--- src/rtl/ps2_dir_queue_pkg.sv ---
// Shared direction encodings, PS/2 scancodes and decoder states for the snake
// direction queue.
package ps2_dir_queue_pkg;

    localparam logic [1:0] DIR_UP    = 2'b00;
    localparam logic [1:0] DIR_DOWN  = 2'b01;
    localparam logic [1:0] DIR_LEFT  = 2'b10;
    localparam logic [1:0] DIR_RIGHT = 2'b11;

    localparam logic [7:0] SC_EXT   = 8'hE0;
    localparam logic [7:0] SC_BRK   = 8'hF0;
    localparam logic [7:0] SC_UP    = 8'h75;
    localparam logic [7:0] SC_DOWN  = 8'h72;
    localparam logic [7:0] SC_LEFT  = 8'h6B;
    localparam logic [7:0] SC_RIGHT = 8'h74;
    localparam logic [7:0] SC_W     = 8'h1D;
    localparam logic [7:0] SC_S     = 8'h1B;
    localparam logic [7:0] SC_A     = 8'h1C;
    localparam logic [7:0] SC_D     = 8'h23;

    typedef enum logic [1:0] {
        ST_IDLE,
        ST_EXT,
        ST_BRK,
        ST_EXT_BRK
    } dec_state_e;

    // Encodings pair up so the opposite direction differs only in the LSB.
    function automatic logic [1:0] dir_opposite(input logic [1:0] dir);
        return {dir[1], ~dir[0]};
    endfunction

endpackage

--- src/rtl/ps2_dir_queue_dir_fifo.sv ---
// Small synchronous FIFO of directions; exposes both the head (next to apply)
// and the tail (most recently queued) entries.
module dir_fifo #(
    parameter int DEPTH = 4,
    parameter int WIDTH = 2
) (
    input  logic                     clk_i,
    input  logic                     rst_i,
    input  logic                     push_i,
    input  logic                     pop_i,
    input  logic [WIDTH-1:0]         data_i,
    output logic [WIDTH-1:0]         head_o,
    output logic [WIDTH-1:0]         tail_o,
    output logic [$clog2(DEPTH):0]   count_o,
    output logic                     full_o
);

    localparam int AW = $clog2(DEPTH);

    logic [WIDTH-1:0] mem_q [DEPTH];
    logic [AW-1:0]    wr_ptr_q;
    logic [AW-1:0]    rd_ptr_q;
    logic [AW-1:0]    tail_ptr;
    logic [AW:0]      count_q;

    // NOTE: state registers use non-blocking (<=) so every flop samples pre-edge values.
    always_ff @(posedge clk_i or posedge rst_i) begin
        if (rst_i) begin
            wr_ptr_q <= '0;
            rd_ptr_q <= '0;
            count_q  <= '0;
        end else begin
            if (push_i) wr_ptr_q <= wr_ptr_q + AW'(1);
            if (pop_i)  rd_ptr_q <= rd_ptr_q + AW'(1);
            case ({push_i, pop_i})
                2'b10:   count_q <= count_q + (AW+1)'(1);
                2'b01:   count_q <= count_q - (AW+1)'(1);
                default: count_q <= count_q;
            endcase
        end
    end

    // NOTE: storage has no reset; entries are only read once count says they were written.
    always_ff @(posedge clk_i) begin
        if (push_i) mem_q[wr_ptr_q] <= data_i;
    end

    assign tail_ptr = wr_ptr_q - AW'(1);
    assign head_o   = mem_q[rd_ptr_q];
    assign tail_o   = mem_q[tail_ptr];
    assign count_o  = count_q;
    assign full_o   = (count_q == (AW+1)'(DEPTH));

endmodule

--- src/rtl/ps2_dir_queue.sv ---
// PS/2 arrow-key decoder with reversal/repeat filter and a turn queue drained
// one entry per game tick. Define WASD_EN to also steer with W/S/A/D.
module ps2_dir_queue
    import ps2_dir_queue_pkg::*;
#(
    parameter int         DEPTH       = 4,
    parameter logic [1:0] DEFAULT_DIR = 2'b11
) (
    input  logic                     mclk,
    input  logic                     reset,
    input  logic                     rx_done_tick,
    input  logic [7:0]               rx_data,
    input  logic                     game_tick,
    output logic [1:0]               move,
    output logic                     move_strobe,
    output logic [$clog2(DEPTH):0]   queue_count,
    output logic                     overflow
);

    dec_state_e  state_q, state_d;
    logic        ev_valid;
    logic [1:0]  ev_dir;
    logic [1:0]  move_q, move_d;
    logic        move_strobe_q, move_strobe_d;
    logic        overflow_q, overflow_d;

    logic [1:0]  fifo_head, fifo_tail, ref_dir;
    logic        fifo_full, legal, push, pop;

    // NOTE: every always_comb output gets a default first so no path infers a latch.
    always_comb begin
        state_d  = state_q;
        ev_valid = 1'b0;
        ev_dir   = DIR_UP;
        if (rx_done_tick) begin
            case (state_q)
                ST_IDLE: begin
                    case (rx_data)
                        SC_EXT:  state_d = ST_EXT;
                        SC_BRK:  state_d = ST_BRK;
`ifdef WASD_EN
                        SC_W:    begin ev_valid = 1'b1; ev_dir = DIR_UP;    end
                        SC_S:    begin ev_valid = 1'b1; ev_dir = DIR_DOWN;  end
                        SC_A:    begin ev_valid = 1'b1; ev_dir = DIR_LEFT;  end
                        SC_D:    begin ev_valid = 1'b1; ev_dir = DIR_RIGHT; end
`endif
                        default: state_d = ST_IDLE;
                    endcase
                end
                ST_EXT: begin
                    state_d = ST_IDLE;
                    case (rx_data)
                        SC_EXT:   state_d = ST_EXT;
                        SC_BRK:   state_d = ST_EXT_BRK;
                        SC_UP:    begin ev_valid = 1'b1; ev_dir = DIR_UP;    end
                        SC_DOWN:  begin ev_valid = 1'b1; ev_dir = DIR_DOWN;  end
                        SC_LEFT:  begin ev_valid = 1'b1; ev_dir = DIR_LEFT;  end
                        SC_RIGHT: begin ev_valid = 1'b1; ev_dir = DIR_RIGHT; end
                        default:  state_d = ST_IDLE;
                    endcase
                end
                default: state_d = ST_IDLE;
            endcase
        end
    end

    // The newest queued turn is what the snake will be doing when this event applies.
    assign ref_dir = (queue_count != '0) ? fifo_tail : move_q;
    assign legal   = ev_valid && (ev_dir != ref_dir) && (ev_dir != dir_opposite(ref_dir));
    assign pop     = game_tick && (queue_count != '0);
    assign push    = legal && (!fifo_full || pop);

    always_comb begin
        move_d        = pop ? fifo_head : move_q;
        move_strobe_d = pop && (fifo_head != move_q);
        overflow_d    = overflow_q || (legal && fifo_full && !pop);
    end

    always_ff @(posedge mclk or posedge reset) begin
        if (reset) begin
            state_q       <= ST_IDLE;
            move_q        <= DEFAULT_DIR;
            move_strobe_q <= 1'b0;
            overflow_q    <= 1'b0;
        end else begin
            state_q       <= state_d;
            move_q        <= move_d;
            move_strobe_q <= move_strobe_d;
            overflow_q    <= overflow_d;
        end
    end

    dir_fifo #(
        .DEPTH (DEPTH),
        .WIDTH (2)
    ) u_fifo (
        .clk_i   (mclk),
        .rst_i   (reset),
        .push_i  (push),
        .pop_i   (pop),
        .data_i  (ev_dir),
        .head_o  (fifo_head),
        .tail_o  (fifo_tail),
        .count_o (queue_count),
        .full_o  (fifo_full)
    );

    assign move        = move_q;
    assign move_strobe = move_strobe_q;
    assign overflow    = overflow_q;

endmodule

--- config.mk ---
export PLATFORM = sky130hd
export DESIGN_NAME = ps2_dir_queue
export DESIGN_NICKNAME = d
export VERILOG_FILES = /design/src/rtl/ps2_dir_queue_pkg.sv /design/src/rtl/ps2_dir_queue_dir_fifo.sv /design/src/rtl/ps2_dir_queue.sv
export SDC_FILE = /design/constraint.sdc
export NUM_CORES = 1
export LEC_CHECK = 0
export ABC_AREA = 1
export CAP_MARGIN = 20
export CORE_ASPECT_RATIO = 0.9
export CORE_MARGIN = 4
export CORE_UTILIZATION = 60
export CTS_BUF_LIST = sky130_fd_sc_hd__clkbuf_4 sky130_fd_sc_hd__clkbuf_8
export DETAILED_ROUTE_END_ITERATION = 7
export PLACE_DENSITY = 0.87
export SLEW_MARGIN = 5
export SYNTH_ARGS = -nofsm -noshare
export SYNTH_HDL_FRONTEND = slang
export SYNTH_HIERARCHICAL = 1
export SYNTH_SLANG_ARGS = --single-unit
--- constraint.sdc ---
create_clock -name mclk -period 4.2 [get_ports mclk]
set_input_delay 0.84 -clock mclk [delete_from_list [all_inputs] [get_ports mclk]]
set_output_delay 0.84 -clock mclk [all_outputs]
set_load 0.03 [all_outputs]
**Word-level counts from Yosys, hierarchy flattened**

Memory sizes are Yosys's and may differ from the RTL's.
Cells that the tools add are included.
W data, S select, Z words.

- Mux-type cells: 13
- Reductions and logical operators: 15
- $add $sub $neg: 5
- Bitwise gates (word level): 1
- Equality and inequality tests: 13

Operator list:

| operator | number |
|---|---|
| $eq A8 B7 Y1 const B | 4 |
| $eq A8 B8 Y1 const B | 2 |
| $pmux W2 S2 | 3 |
| $logic_and A1 B1 Y1 | 7 |
| $mux W2 | 3 |
| $ne A2 B2 Y1 | 3 |
| $pmux W2 S3 | 1 |
| $pmux W3 S2 | 1 |
| $mux W1 | 5 |
| $add A2 B1 Y2 const B | 2 |
| $eq A2 B1 Y1 const B | 2 |
| $reduce_or A4 Y1 | 1 |
| $add A3 B1 Y3 const B | 1 |
| $eq A3 B3 Y1 const B | 1 |
| $reduce_bool A3 Y1 | 1 |
| $sub A3 B1 Y3 const B | 1 |
| $eq A2 B2 Y1 const B | 1 |
| $logic_not A1 Y1 | 2 |
| $logic_not A2 Y1 | 1 |
| $logic_or A1 B1 Y1 | 2 |
| $reduce_bool A2 Y1 | 1 |
| $sub A2 B1 Y2 const B | 1 |
| $not A1 Y1 | 1 |

- Logic and storage cells: 55
- Bits of input ports: 12
- Register bits after elaboration: 13
- Memories kept: 1
- Bits in writable memories: 8
- Output and inout port bits: 7

Memories:

| memory | depth | bits a word | rd ports | clocked after Yosys merged registers in | wr ports | RTL line | RTL |
|---|---|---|---|---|---|---|---|
| u_fifo.mem_q | 4 | 2 | 2 | 0 | 1 | ps2_dir_queue_dir_fifo.sv:20 | `logic [WIDTH-1:0] mem_q [DEPTH];` |

**Longest topological paths before layout**

- Depth after elaboration: 10
- Gate-level depth with buffers: 21
- Depth with buffers taken out: 19

**Cells and area by module**

Netlist, hierarchy kept.

By module, submodules not included:

| module | instances | area each (um^2) | sequential area each (um^2) | cells an instance |
|---|---|---|---|---|
| dir_fifo | 1 | 813.3 | 415.4 | 88 |
| ps2_dir_queue | 1 | 479.2 | 152.6 | 75 |

**Worst setup path after synthesis**

No wires, ideal clock.

- Kind: reg2reg
- Start: reg u_fifo.wr_ptr_q[0]
- End: reg u_fifo.count_q[2] (netlist: u_fifo/count_o[2])
- Buffers on the path: 2
- Stages on the path, launching flop included: 21
- Arrival: 2.415 ns
- Required time: 4.082 ns
- Slack: 1.666 ns
- Library setup time: 0.118 ns
- Clock period less this slack: 2.534 ns
- Cells stage by stage: dfrtp_1 buf_6 inv_1 ha_1 inv_1 o211ai_1 nand2_1 nand2_2 o21ai_4 inv_1 nand2_2 a21oi_1 buf_2 inv_1 ha_1 inv_1 fa_1 nand2_1 nand3_1 nand2_1 nand2_1

- Word-level cells in the longest chain between the ends: 9
- Elaborated cells on any way between the ends: 13
- Those cells by class: add/sub: 1; eq/ne: 4; mux: 2; bitwise: 1; reduce/logical: 4; memory: 1

RTL lines:

| what | RTL line | RTL |
|---|---|---|
| start: declaration | ps2_dir_queue_dir_fifo.sv:21 | `logic [AW-1:0] wr_ptr_q;` |
| start signal: assignment | ps2_dir_queue_dir_fifo.sv:33 | `if (push_i) wr_ptr_q <= wr_ptr_q + AW'(1);` |
| $sub A2 B1 Y2 (*) | ps2_dir_queue_dir_fifo.sv:48 | `assign tail_ptr = wr_ptr_q - AW'(1);` |
| named net u_fifo.tail_ptr[0] | ps2_dir_queue_dir_fifo.sv:23 | `logic [AW-1:0] tail_ptr;` |
| $mem_v2 Z4 W2 (*) | -- |  |
| named net fifo_tail[1] | ps2_dir_queue.sv:27 | `logic [1:0] fifo_head, fifo_tail, ref_dir;` |
| $mux W2 (*) | ps2_dir_queue.sv:68 | `assign ref_dir = (queue_count != '0) ? fifo_tail : move_q;` |
| $ne A2 B2 Y1 | ps2_dir_queue.sv:69 | `assign legal = ev_valid && (ev_dir != ref_dir) && (ev_dir != dir_opposite(ref_dir));` |
| $logic_and A1 B1 Y1 | ps2_dir_queue.sv:69 |  |
| $logic_and A1 B1 Y1 (*) | ps2_dir_queue.sv:69 |  |
| $logic_and A1 B1 Y1 (*) | ps2_dir_queue.sv:71 | `assign push = legal && (!fifo_full \|\| pop);` |
| named net push | ps2_dir_queue.sv:28 | `logic fifo_full, legal, push, pop;` |
| $eq A2 B1 Y1 / $eq A2 B2 Y1 (equally long branches) | ps2_dir_queue_dir_fifo.sv:35 | `case ({push_i, pop_i})` |
| $pmux W3 S2 / $reduce_bool A2 Y1 (equally long branches) | -- |  |
| end signal: assignment | ps2_dir_queue_dir_fifo.sv:36 | `2'b10: count_q <= count_q + (AW+1)'(1);` |
| end signal: assignment | ps2_dir_queue_dir_fifo.sv:37 | `2'b01: count_q <= count_q - (AW+1)'(1);` |
| end signal: assignment | ps2_dir_queue_dir_fifo.sv:38 | `default: count_q <= count_q;` |
| end: declaration | ps2_dir_queue_dir_fifo.sv:24 | `logic [AW:0] count_q;` |

The timed path passes the listed nets; every way through them passes the cells marked *.
A chain may end at the register's enable or synchronous reset.

**Worst setup path after layout**

- Start: in rx_done_tick
- End: reg u_fifo.count_q[1] (netlist: u_fifo/count_o[1])

- Word-level cells in the longest chain between the ends: 7
- Elaborated cells on any way between the ends: 11
- Those cells by class: eq/ne: 4; mux: 3; reduce/logical: 4

RTL lines:

| what | RTL line | RTL |
|---|---|---|
| start: declaration | ps2_dir_queue.sv:11 | `input logic rx_done_tick,` |
| $mux W2 (*) | ps2_dir_queue.sv:35 | `if (rx_done_tick) begin` |
| named net ev_dir[1] | ps2_dir_queue.sv:22 | `logic [1:0] ev_dir;` |
| $ne A2 B2 Y1 | ps2_dir_queue.sv:69 |  |
| $logic_and A1 B1 Y1 | ps2_dir_queue.sv:69 |  |
| $logic_and A1 B1 Y1 (*) | ps2_dir_queue.sv:69 |  |
| $logic_and A1 B1 Y1 (*) | ps2_dir_queue.sv:71 |  |
| named net push | ps2_dir_queue.sv:28 |  |
| $eq A2 B1 Y1 / $eq A2 B2 Y1 (equally long branches) | ps2_dir_queue_dir_fifo.sv:35 |  |
| $pmux W3 S2 / $reduce_bool A2 Y1 (equally long branches) | -- |  |

Marked as above.

==> flow_summary.yaml <==
status:
  status: "complete, no violations"
worst_setup_path:
  arrival_ns: 3.30
  critical_path_class: "input port to flip-flop"
  cp.required_ns: 4.43
  path_max_fanout: 8
  critPathCaptureType: "flip-flop"
  critPathLaunchType: "input port"
cells_and_area:
  final_common_cell: "nand2_1"
  synthToLayoutAreaGrowth_pct: 16.9
  layout-drive-gt1-share: 0.0960
  final_cells: 202
  design_area_um2: 1480
  mostFrequentLayoutCells: "nand2_1 (47), inv_1 (37), clkdlybuf4s50_1 (18)"
  nNetsFinal: 196
  fillCellCount: 145
  diodes: 0
  post-route-util: 0.758
synthesis:
  syn_area_um2: 1270
  synth_warnings: 6
  syn_nets: 176
  syn_avg_cell_area_um2: 8.01
  netlist_instances: 158
clocking:
  cts.htree.levels: 1
  post_cts_buffers: 0
  cts_tree: "built"
  cts_hold_buf: 0
  clkTransAtPathRegs_ns: 0.11
  clockBufferDepth: 2
  cts_buffers: 3
  cts.sinks: 21
  clock_latency_ns: 0.30
  post_cts_resized: 0
  cts-root-buf: "clkbuf_4"
power_and_ir_drop:
  pwr_density_cell_nw_per_um2: 453
  power.total_uw: 671
  p_leak_nw: 0.743
  irDropWorstVdd_mv: 0.353
timing:
  grt_setup_unrepaired: "false"
  finalCritPeriodShare: 0.733
  fin_skew_ns: 0.00461
  fin_crit_ns: 3.08
  slew_violations: 0
  relSlewSlack: 0.632
  finalSetupTns_ns: 0
  hold_viol: 0
  worstMarginPinSlew_ns: 0.552
  fmax_ghz: 0.325
  setup_viol: 0
flow_run:
  maxCapViolCount: 0
place:
  placedCellCount: 198
  gp_routability_congestion: 0.804
  dp_hpwl_mm: 1.93
  io_buffers: 18
  place_area_um2: 1450
floorplan:
  fp.dieH_um: 51.6
  io_pins: 19
  core_um2: 1950
  start_util: 0.649
  fp.dieW_um: 56.4
  dieArea_um2: 2910
  row_count: 15
routing:
  route.detailed.drc: 0
  drt-vias-per-instance: 4.99
  drt-initial-drc-count: 26
  ant_nets: 0
  routed_wirelength_mm: 2.33
  routedWlPerCell_um: 11.5
  vias: 1008
  drt_pass1_iterations: 4
global_routing:
  grt_overflow: 0
  antenna_found_initial: 0
  grt_usage: 0.182
  grt_max_degree: 12
  grt_first_pass_wirelength_mm: 4.04
  grt_pass1_vias: 974
worst_hold_path:
  hold_class: "flip-flop to flip-flop"
-- critical path, cell delays in order --
cell and delay (ns):
clkdlybuf4s50_1 0.49, nand2_1 0.10, nor2_2 0.15, nand3_1 0.11, nand2_2 0.12, nand2_2 0.06
a21oi_1 0.44, inv_1 0.11, ha_1 0.23, inv_1 0.09, fa_1 0.40, o21ai_0 0.16
-- metrics by stage --
step | setup WS, ns | hold slack (ns)
5_1_grt | 0.991 | 0.515
6_report | 1.12 | 0.475
4_1_cts | 1.15 | 0.486
2_1_floorplan | 1.73 | 0.505
3_3_place_gp | 0.932 | 0.450
3_5_place_dp | 0.829 | 0.458
-- layer usage --
metal | GRT usage | wire (um)
met3 | 0.0521 | 96
met4 | 0.0553 | 40
met1 | 0.209 | 1010
met2 | 0.329 | 1180
met5 | 0 | 0
-- where the power goes --
group	switching (mW)	internal, mW	leakage, nW
clock	0.0595	0.0435	0.0184
combinational	0.159	0.107	0.480
sequential	0.0451	0.256	0.245
-- sequential cells by signal, indices dropped and copies added, names as in the netlist --
| signal | flops |
|---|---|
| u_fifo/rd_ptr_q | 2 |
| state_q | 2 |
| u_fifo/count_o | 3 |
| overflow | 1 |
| u_fifo/wr_ptr_q | 2 |
| move_strobe | 1 |
| move | 2 |
| u_fifo/mem_q | 8 |
-- area by class of cell --
type | count | area (um^2) | share of cell area
flip-flops and latches | 21 | 568 | 0.384
multi-input cells | 95 | 524 | 0.354
repair buffers | 18 | 180 | 0.122
inverters | 39 | 146 | 0.0989
well taps | 25 | 31.3 | 0.0211
clock buffers | 4 | 30.0 | 0.0203
-- path summary, 6_finish.rpt --
path / startpoint / to / slack (ns) / depth (start not counted)
max in group asynchronous: reset / move[0]$_DFFE_PP1P_ / 3.19 / 2
min: overflow$_DFF_PP0_ / overflow$_DFF_PP0_ / 0.48 / 2
max: rx_done_tick / u_fifo/count_o[1]$_DFFE_PP0P_ / 1.12 / 12
max reg2reg: u_fifo/wr_ptr_q[0]$_DFFE_PP0P_ / u_fifo/count_o[1]$_DFFE_PP0P_ / 1.19 / 14
min in group asynchronous: reset / move_strobe$_DFF_PP0_ / 0.76 / 2
min reg2reg: overflow$_DFF_PP0_ / overflow$_DFF_PP0_ / 0.48 / 2
No activity file was read; power rests on OpenSTA's default activity.
